## src/rtl/hazard_pkg.sv

```systemverilog
// Shared types and bounds for the load-use hazard stall unit.
package hazard_pkg;

   typedef enum logic {
      IDLE  = 1'b0,
      STALL = 1'b1
   } stall_state_e;

   localparam int LOAD_LAT_MIN = 1;
   localparam int LOAD_LAT_MAX = 7;
   localparam int REMAIN_W     = 3;

   // Out-of-range stall lengths are pinned to the nearest legal value so the
   // 3-bit remain timer can never wrap.
   function automatic int clamp_load_lat(input int lat);
      if (lat < LOAD_LAT_MIN) return LOAD_LAT_MIN;
      if (lat > LOAD_LAT_MAX) return LOAD_LAT_MAX;
      return lat;
   endfunction

endpackage

```

## src/rtl/hazard_stat_counter.sv

```systemverilog
// Saturating event counter with enable and synchronous clear (clear has priority).
module hazard_stat_counter
   import hazard_pkg::*;
#(
   parameter int CNT_W = 16
) (
   input  logic             clk,
   input  logic             rst_n,
   input  logic             en,
   input  logic             clr,
   output logic [CNT_W-1:0] count
);

   always_ff @(posedge clk or negedge rst_n) begin
      if (!rst_n) begin
         count <= '0;
      end else if (clr) begin
         count <= '0;
      end else if (en && (count != {CNT_W{1'b1}})) begin
         count <= count + 1'b1;
      end
   end

endmodule

```

## src/rtl/hazard_stall_unit.sv

```systemverilog
// Load-use hazard detection and pipeline stall/flush sequencing.
//   state | meaning
//   IDLE  | no stall in progress; a fresh hazard freezes the pipe this cycle
//   STALL | additional load-use stall cycles, counted down by remain
module hazard_stall_unit
   import hazard_pkg::*;
#(
   parameter int REG_ADDR_W = 5,
   parameter int LOAD_LAT   = 1,
   parameter int CNT_W      = 16
) (
   input  logic                  clk,
   input  logic                  rst_n,
   input  logic                  ID_EX_MemRead,
   input  logic [REG_ADDR_W-1:0] ID_EX_RegisterRt,
   input  logic [REG_ADDR_W-1:0] IF_ID_RegisterRs,
   input  logic [REG_ADDR_W-1:0] IF_ID_RegisterRt,
   input  logic                  IF_ID_UsesRt,
   input  logic                  branch_taken,
   input  logic                  stat_clear,
   output logic                  control_flush,
   output logic                  pc_freeze,
   output logic                  IF_ID_freeze,
   output logic                  IF_ID_flush,
   output logic                  stall_active,
   output logic [CNT_W-1:0]      stall_count
);

   localparam int                  LAT_EFF     = clamp_load_lat(LOAD_LAT);
   localparam bit                  MULTI_CYCLE = (LAT_EFF >= 2);
   localparam logic [REMAIN_W-1:0] REMAIN_INIT =
      MULTI_CYCLE ? REMAIN_W'(LAT_EFF - 2) : '0;

   stall_state_e        state;
   logic [REMAIN_W-1:0] remain;
   logic                hazard;
   logic                stall_req;

   assign hazard = ID_EX_MemRead
                && (ID_EX_RegisterRt != '0)
                && ((ID_EX_RegisterRt == IF_ID_RegisterRs)
                    || (IF_ID_UsesRt && (ID_EX_RegisterRt == IF_ID_RegisterRt)));

   assign stall_req    = (state == STALL) || hazard;
   assign stall_active = (state == STALL);

   // A taken branch squashes the stalled instruction, so it aborts any stall.
   always_ff @(posedge clk or negedge rst_n) begin
      if (!rst_n) begin
         state  <= IDLE;
         remain <= '0;
      end else if (branch_taken) begin
         state  <= IDLE;
         remain <= '0;
      end else begin
         case (state)
            IDLE: begin
               if (hazard && MULTI_CYCLE) begin
                  state  <= STALL;
                  remain <= REMAIN_INIT;
               end
            end
            STALL: begin
               if (remain == '0) begin
                  state <= IDLE;
               end else begin
                  remain <= remain - 1'b1;
               end
            end
            default: begin
               state  <= IDLE;
               remain <= '0;
            end
         endcase
      end
   end

   always_comb begin
      control_flush = 1'b0;
      pc_freeze     = 1'b0;
      IF_ID_freeze  = 1'b0;
      IF_ID_flush   = 1'b0;
      if (branch_taken) begin
         control_flush = 1'b1;
         IF_ID_flush   = 1'b1;
      end else if (stall_req) begin
         control_flush = 1'b1;
         pc_freeze     = 1'b1;
         IF_ID_freeze  = 1'b1;
      end
   end

   hazard_stat_counter #(
      .CNT_W (CNT_W)
   ) u_stat (
      .clk   (clk),
      .rst_n (rst_n),
      .en    (pc_freeze),
      .clr   (stat_clear),
      .count (stall_count)
   );

endmodule

```

## config.mk

```make
export PLATFORM = sky130hd
export DESIGN_NAME = hazard_stall_unit
export DESIGN_NICKNAME = d
export VERILOG_FILES = /design/src/rtl/hazard_pkg.sv /design/src/rtl/hazard_stat_counter.sv /design/src/rtl/hazard_stall_unit.sv
export SDC_FILE = /design/constraint.sdc
export NUM_CORES = 1
export LEC_CHECK = 0
export ABC_CLOCK_PERIOD_IN_PS = 2000
export BUFFER_PORTS_ARGS = -buffer_cell sky130_fd_sc_hd__buf_2
export CAP_MARGIN = 5
export CORE_ASPECT_RATIO = 0.7
export CORE_MARGIN = 2
export CORE_UTILIZATION = 25
export CTS_BUF_LIST = sky130_fd_sc_hd__clkbuf_4 sky130_fd_sc_hd__clkbuf_8
export DETAILED_ROUTE_END_ITERATION = 7
export REMOVE_ABC_BUFFERS = 1
export SLEW_MARGIN = 5
export SYNTH_ARGS = -nofsm -noshare
export SYNTH_HDL_FRONTEND = slang
export SYNTH_SLANG_ARGS = --single-unit
```

## constraint.sdc

```tcl
create_clock -name clk -period 2 [get_ports clk]
set_input_delay 0.2 -clock clk [delete_from_list [all_inputs] [get_ports clk]]
set_output_delay 0.2 -clock clk [all_outputs]
set_load 0.01 [all_outputs]
```

==> impl_metrics.ini, run 1 <==
[status]
run_status = finished with violations
failed_checks = negative setup slack

[sta]
hold_viol = 0
rsz0062_at_grt = yes
fin_crit_ns = 2.05
setup_tns_ns = -0.115
fin_crit_sh_pct = 102
worst_slack_ns = -0.0453
worstMarginPinSlew_ns = 0.520
max_freq_mhz = 489
clock-skew-final_ns = 0.00787
max_slew_margin_pct = 65.0
slew_violations = 0
whs_ns = 0.217
setup_viol = 4

[grt]
grt_max_degree = 21
overflow = 0
grt_pass1_wl_microns = 5330
grt_pass1_vias = 1158
grt_usage_pct = 12.0
antenna_found_initial = 0

[clock_tree]
htreeDepth = 1
clk_path_buf_depth = 2
cts_made_buffers = 3
clk-insertion-delay-late_ns = 0.26
clock_sinks = 20
root_buffer = clkbuf_8
clkTransAtPathRegs_ns = 0.08
cts_tree = built

[cells_and_area]
drive_gt1_share_pct = 41.5
n_fill_cell = 519
nNetsFinal = 220
num_antenna_cells = 0
regArea_sq_um = 500
multi_input_area_sq_um = 754
area_growth_pct = 40.4

[synth]
synth_cells = 134
synthAdderAreaFrac_pct = 2.95
yosys_warnings = 0
synth.cell_area_sq_um = 1270
synth_compound_area_share_pct = 18.5
avgSynthCellArea_sq_um = 9.49
ys_types = 32
synth_xor_xnor_area_share_pct = 9.65
synth_mux_area_share_pct = 0.787
synth-seq-cells = 20
synth_simple_gate_area_share_pct = 23.1
synth_top_family_by_area = simple AND/OR/NAND/NOR gates
seq_area_frac_synth_pct = 39.4

[placed_design]
dpl.hpwl_microns = 2370
place.gp.congestion = 0.712
port_buffers = 41

[route]
vias = 1222
wire_per_inst_microns = 12.6
wl_microns = 3330
first_pass_iters = 4
avgViaCountPerCell = 4.63
drc = 0
ant_nets = 0
first_iter_violations = 73

[critical_path]
cp-start-kind = flop
worstSetupPathType = flop to flop
max_stage_delay_ns = 0.49
cp_max_fo = 5
arrival_ns = 2.24
cp_slowest_cell = or4_4
cp.required_ns = 2.20
critPathCaptureType = flop
crit_chain = ha_2 -> and3_4 -> and4_4 -> a221oi_4 -> buf_6 -> nand2_4 -> or4_4 -> a21oi_2

[die]
row_count = 21
die_h_microns = 63.7
die_w_microns = 89.2
die_area_sq_um = 5680
pin_count = 42
floorplan.initialDensity_pct = 26.3
core_sq_um = 4830

[pwr]
seq_power_share_pct = 49.2
clkPwrFrac_pct = 38.5
swShare_pct = 24.0
power_density_nw_per_um2 = 461
intPower_mw = 0.625
vdd_ir_drop_max_mv = 0.193
cellLeakagePower_nw = 0.812
power_switching_mw = 0.198
combPwrFrac_pct = 12.3

[run]
cap_violations = 0

[worst_hold_path]
hp-class = input pin to flop
[metal layers]
metal | vias to the layer above | track usage, % | share of wire, %
met3 | 2 | 1.05 | 3.9
met5 | - | 0 | 0
met2 | 23 | 18.7 | 46
li1 | 617 | - | -
met1 | 580 | 17.0 | 50
met4 | 0 | 4.48 | 0.63
[what timing repair did]
action,in CTS,in global routing
buffers inserted,2,0
pin swaps,13,6
hold buffers,1,0
gates cloned,2,0
endpoints found under the setup margin,12,12
resized for setup,4,7
endpoints found under the hold margin,20,0
[final timing paths]
check                                            start                      endpoint  slack, ns  cells past startpoint
max                        u_stat.count[0]$_DFFE_PN0P_  u_stat.count[15]$_DFFE_PN0P_      -0.05                      8
min                                       branch_taken         remain[1]$_DFFE_PN0P_       0.22                      2
max reg2reg                u_stat.count[0]$_DFFE_PN0P_  u_stat.count[15]$_DFFE_PN0P_      -0.05                      8
min reg2reg                      remain[1]$_DFFE_PN0P_         remain[1]$_DFFE_PN0P_       0.51                      2
max in group asynchronous                        rst_n        stall_active$_DFF_PN0_       1.25                      2
min in group asynchronous                        rst_n  u_stat.count[13]$_DFFE_PN0P_       0.42                      2
[worst max-delay path, delay by kind of cell, from the launching register on]
| family | cells | cell delay [ns] |
|---|---|---|
| and+or+nand+nor | 4 | 0.89 |
| DFF | 1 | 0.38 |
| adders and majority gates | 1 | 0.19 |
| AOI/OAI and AO/OA | 2 | 0.36 |
| buffers and inverters | 1 | 0.17 |
[power groups by stage]
stage	combinational, mW	clock (mW)	sequential (mW)
floorplan	0.0397	0	0.413
global placement	0.0921	0	0.413
detailed placement	0.0933	0	0.413
CTS	0.103	0.321	0.404
global route	0.112	0.343	0.405
finish	0.101	0.317	0.405
[placed cells by master, fill, tap and decap left out]
cell and count:
a21oi_1 12, a21oi_2 2, a221oi_4 1, and3_1 1, and3_4 1, and4_4 1, buf_2 41, buf_4 18
buf_6 1, clkbuf_8 4, dfrtp_1 20, dlygate4sd3_1 1, ha_1 2, ha_2 1, inv_1 7, mux2i_1 1
nand2_1 5, nand2_4 3, nand2b_1 1, nand3_1 8, nand4_1 5, nor2_1 11, nor3_1 2, o21a_1 1
o21ai_0 1, o21ai_1 3, o21ai_2 1, o221ai_4 1, o22a_1 1, o31ai_1 6, o31ai_2 3, or2_2 1
or3_1 4, or4_1 8, or4_4 2, xnor2_1 11, xor2_1 3
[cells by family after synthesis]
kind of cell	Yosys count
simple gates	51
mux	1
flops	20
xor+xnor	14
buf+inv	13
fa+ha+maj	3
compound gates	32
[cell type report]
class | instances | area share [%]
Clock buffer | 4 | 3.09
Inverter | 7 | 1.47
Multi-Input combinational cell | 103 | 42.3
Sequential cell | 20 | 28.1
Tap cell | 69 | 4.84
Timing Repair Buffer | 61 | 20.3
[synthesized netlist by cell type]
master / count / area share, %
xor2_1: 3 / 2.1
ha_1: 3 / 3.0
buf_6: 2 / 1.8
nand2b_1: 1 / 0.49
inv_1: 7 / 2.1
a221oi_4: 1 / 2.1
xnor2_1: 11 / 7.6
nand2_1: 5 / 1.5
or2_2: 1 / 0.49
o31ai_1: 9 / 5.3
and3_1: 1 / 0.49
and3_4: 1 / 0.89
o221ai_4: 1 / 2.1
o21a_1: 1 / 0.59
clkbuf_1: 1 / 0.29
nor2_1: 11 / 3.2
dfrtp_1: 20 / 39
o21ai_2: 1 / 0.69
o21ai_1: 3 / 1.2
nand2_4: 1 / 0.89
nor3_1: 2 / 0.79
or4_1: 10 / 5.9
o22a_1: 1 / 0.69
buf_1: 1 / 0.29
and4_4: 1 / 0.89
a21oi_1: 14 / 5.5
mux2i_1: 1 / 0.79
nand4_1: 5 / 2.5
buf_4: 2 / 1.2
or3_1: 4 / 2.0
o21ai_0: 1 / 0.39
nand3_1: 8 / 3.1
[stage by stage]
stage	utilization [%]	total power, mW	cell area (sq um)	std cells	worst slack [ns]
final	36.9	0.823	1780	264	-0.0453
after global routing	36.9	0.860	1780	264	-0.119
after CTS	36.3	0.828	1750	264	-0.0831
after detailed placement	34.0	0.506	1650	255	-0.189
after global placement	34.0	0.505	1650	255	-0.120
after floorplan	-	0.453	1230	128	-0.197
[flip-flops by register name, summed over array words and instances, names as in the netlist]
name / flops
u_stat.count: 16
remain: 3
stall_active: 1
No activity file was read; power rests on OpenSTA's default activity.
==> run 2, diff against run 1 <==
--- a/config.mk
+++ b/config.mk
@@ -5,12 +5,12 @@
 export SDC_FILE = /design/constraint.sdc
 export NUM_CORES = 1
 export LEC_CHECK = 0
-export ABC_CLOCK_PERIOD_IN_PS = 2000
+export ABC_CLOCK_PERIOD_IN_PS = 2600
 export BUFFER_PORTS_ARGS = -buffer_cell sky130_fd_sc_hd__buf_2
 export CAP_MARGIN = 5
 export CORE_ASPECT_RATIO = 0.7
-export CORE_MARGIN = 2
-export CORE_UTILIZATION = 25
+export CORE_MARGIN = 3
+export CORE_UTILIZATION = 30
 export CTS_BUF_LIST = sky130_fd_sc_hd__clkbuf_4 sky130_fd_sc_hd__clkbuf_8
 export DETAILED_ROUTE_END_ITERATION = 7
 export REMOVE_ABC_BUFFERS = 1
==> constraint.sdc (replaced) <==
create_clock -name clk -period 2.6 [get_ports clk]
set_input_delay 0.26 -clock clk [delete_from_list [all_inputs] [get_ports clk]]
set_output_delay 0.26 -clock clk [all_outputs]
set_load 0.01 [all_outputs]
==> run 2 against run 1 <==
  * The run now ends clean
  * Hold slack improved by 0.057 ns
  * Cell area fell by 12%
  * Power fell by 16%
  * Routed wire length fell by 11%
  * Via count fell by 5.7%
  * Clock power barely moved
  * Die area fell by 11%
  * Clock-buffer cell count fell by 1
  * Largest cell class unchanged
==> impl_metrics.ini, run 2 (same netlist as run 1, synthesis figures left out) <==
[critical_path]
critPathCaptureType = flop
cp-start-kind = flop
worstSetupPathType = flop to flop
cp.required_ns = 2.78
cp_max_fo = 26
arrival_ns = 2.53

[route]
drc = 0
wire_per_inst_microns = 13.1
first_pass_iters = 4
avgViaCountPerCell = 5.10
first_iter_violations = 61
vias = 1152
ant_nets = 0
wl_microns = 2960

[cells_and_area]
largest_reg_flops = 16
multi_input_area_sq_um = 699
final_common_cell = buf_2
mostFrequentLayoutCells = buf_2 (41), dfrtp_1 (20), a21oi_1 (14)
regArea_sq_um = 500
drive_gt1_share_pct = 29.9
num_antenna_cells = 0
fin_area_sq_um = 1580
area_growth_pct = 24.1
nNetsFinal = 199
n_fill_cell = 412
top_register = u_stat.count

[sta]
clock-skew-final_ns = 0.0107
fin_crit_ns = 2.35
setup_tns_ns = 0
rsz0062_at_grt = no
hold_viol = 0
max_freq_mhz = 425
fin_crit_sh_pct = 90.4
max_slew_margin_pct = 67.5
slew_violations = 0
setup_viol = 0
worstMarginPinSlew_ns = 0.483

[placed_design]
place.gp.congestion = 0.739
dpl.hpwl_microns = 2240
port_buffers = 41
place_area_sq_um = 1500

[run]
cap_violations = 0

[pwr]
power_density_nw_per_um2 = 440
swShare_pct = 21.3
cellLeakagePower_nw = 0.696
combPwrFrac_pct = 9.9
seq_power_share_pct = 44.8
intPower_mw = 0.547
clkPwrFrac_pct = 45.3
power_switching_mw = 0.148
vdd_ir_drop_max_mv = 0.209
totalPowerFinal_mw = 0.695

[clock_tree]
clkTransAtPathRegs_ns = 0.08
clk-insertion-delay-late_ns = 0.27
htreeDepth = 1
cts_made_buffers = 3
cts_hold_buffers = 1
clock_sinks = 20
clk_path_buf_depth = 2
cts_tree = built
cts_resized = 0
root_buffer = clkbuf_8
cts_setup_buffers = 0

[grt]
grt_pass1_wl_microns = 4950
grt_usage_pct = 12.2
grt_max_degree = 27
grt_pass1_vias = 1040
antenna_found_initial = 0
overflow = 0

[die]
pin_count = 42
row_count = 19
die_w_microns = 83.8
die_h_microns = 60.5
floorplan.initialDensity_pct = 31.8
die_area_sq_um = 5070
core_sq_um = 3990

[status]
run_status = finished clean

[worst_hold_path]
hp-class = input pin to flop
## run 2: routing by layer
layer  wire length [microns]  part of all wire, %  vias to the layer above  track usage (%)
li1                        -                    -                      576                -
met1                    1500                   51                      527             18.0
met2                    1210                   41                       43             17.3
met3                     208                  7.0                        6             3.53
met4                      40                  1.3                        0             3.44
met5                       0                    0                        -                0
## run 2: worst max-delay path: stages (launching register included)
cell and delay (ns):
dfrtp_1 0.43, ha_1 0.25, and3_4 0.19, and4_4 0.19, a221oi_4 0.33, nand2_4 0.21
or4_1 0.52, a21oi_1 0.16
## run 2: final cells by class
class,count,area share [%]
clock buffer,3,2.62
clock inverter,1,1.90
inverter,7,1.67
multi-input combinational,101,44.3
sequential,20,31.7
tap,52,4.12
timing repair buffer,42,13.6
## run 2: metrics by stage
stage	instances	utilization (%)	hold slack (ns)	setup WS, ns
after floorplan	128	-	-0.0356	0.403
after global placement	221	37.5	0.246	0.344
after detailed placement	221	37.5	0.238	0.304
after CTS	226	39.5	0.277	0.242
after global routing	226	39.5	0.288	0.0941
final	226	39.5	0.274	0.248
## run 2: worst paths after layout
path                                        startpoint                            to  slack [ns]  cells past startpoint
max                        u_stat.count[0]$_DFFE_PN0P_  u_stat.count[15]$_DFFE_PN0P_        0.25                      7
min                                       branch_taken         remain[0]$_DFFE_PN0P_        0.27                      2
max reg2reg                u_stat.count[0]$_DFFE_PN0P_  u_stat.count[15]$_DFFE_PN0P_        0.25                      7
min reg2reg                      remain[1]$_DFFE_PN0P_         remain[1]$_DFFE_PN0P_        0.52                      2
max in group asynchronous                        rst_n        stall_active$_DFF_PN0_        1.80                      2
min in group asynchronous                        rst_n         remain[0]$_DFFE_PN0P_        0.48                      2
## run 2: power groups by stage
stage          sequential (mW)  clock [mW]  combinational [mW]
2_1_floorplan            0.318           0              0.0305
3_3_place_gp             0.317           0              0.0684
3_5_place_dp             0.318           0              0.0689
4_1_cts                  0.311       0.318              0.0705
5_1_grt                  0.311       0.333              0.0770
6_report                 0.311       0.315              0.0688
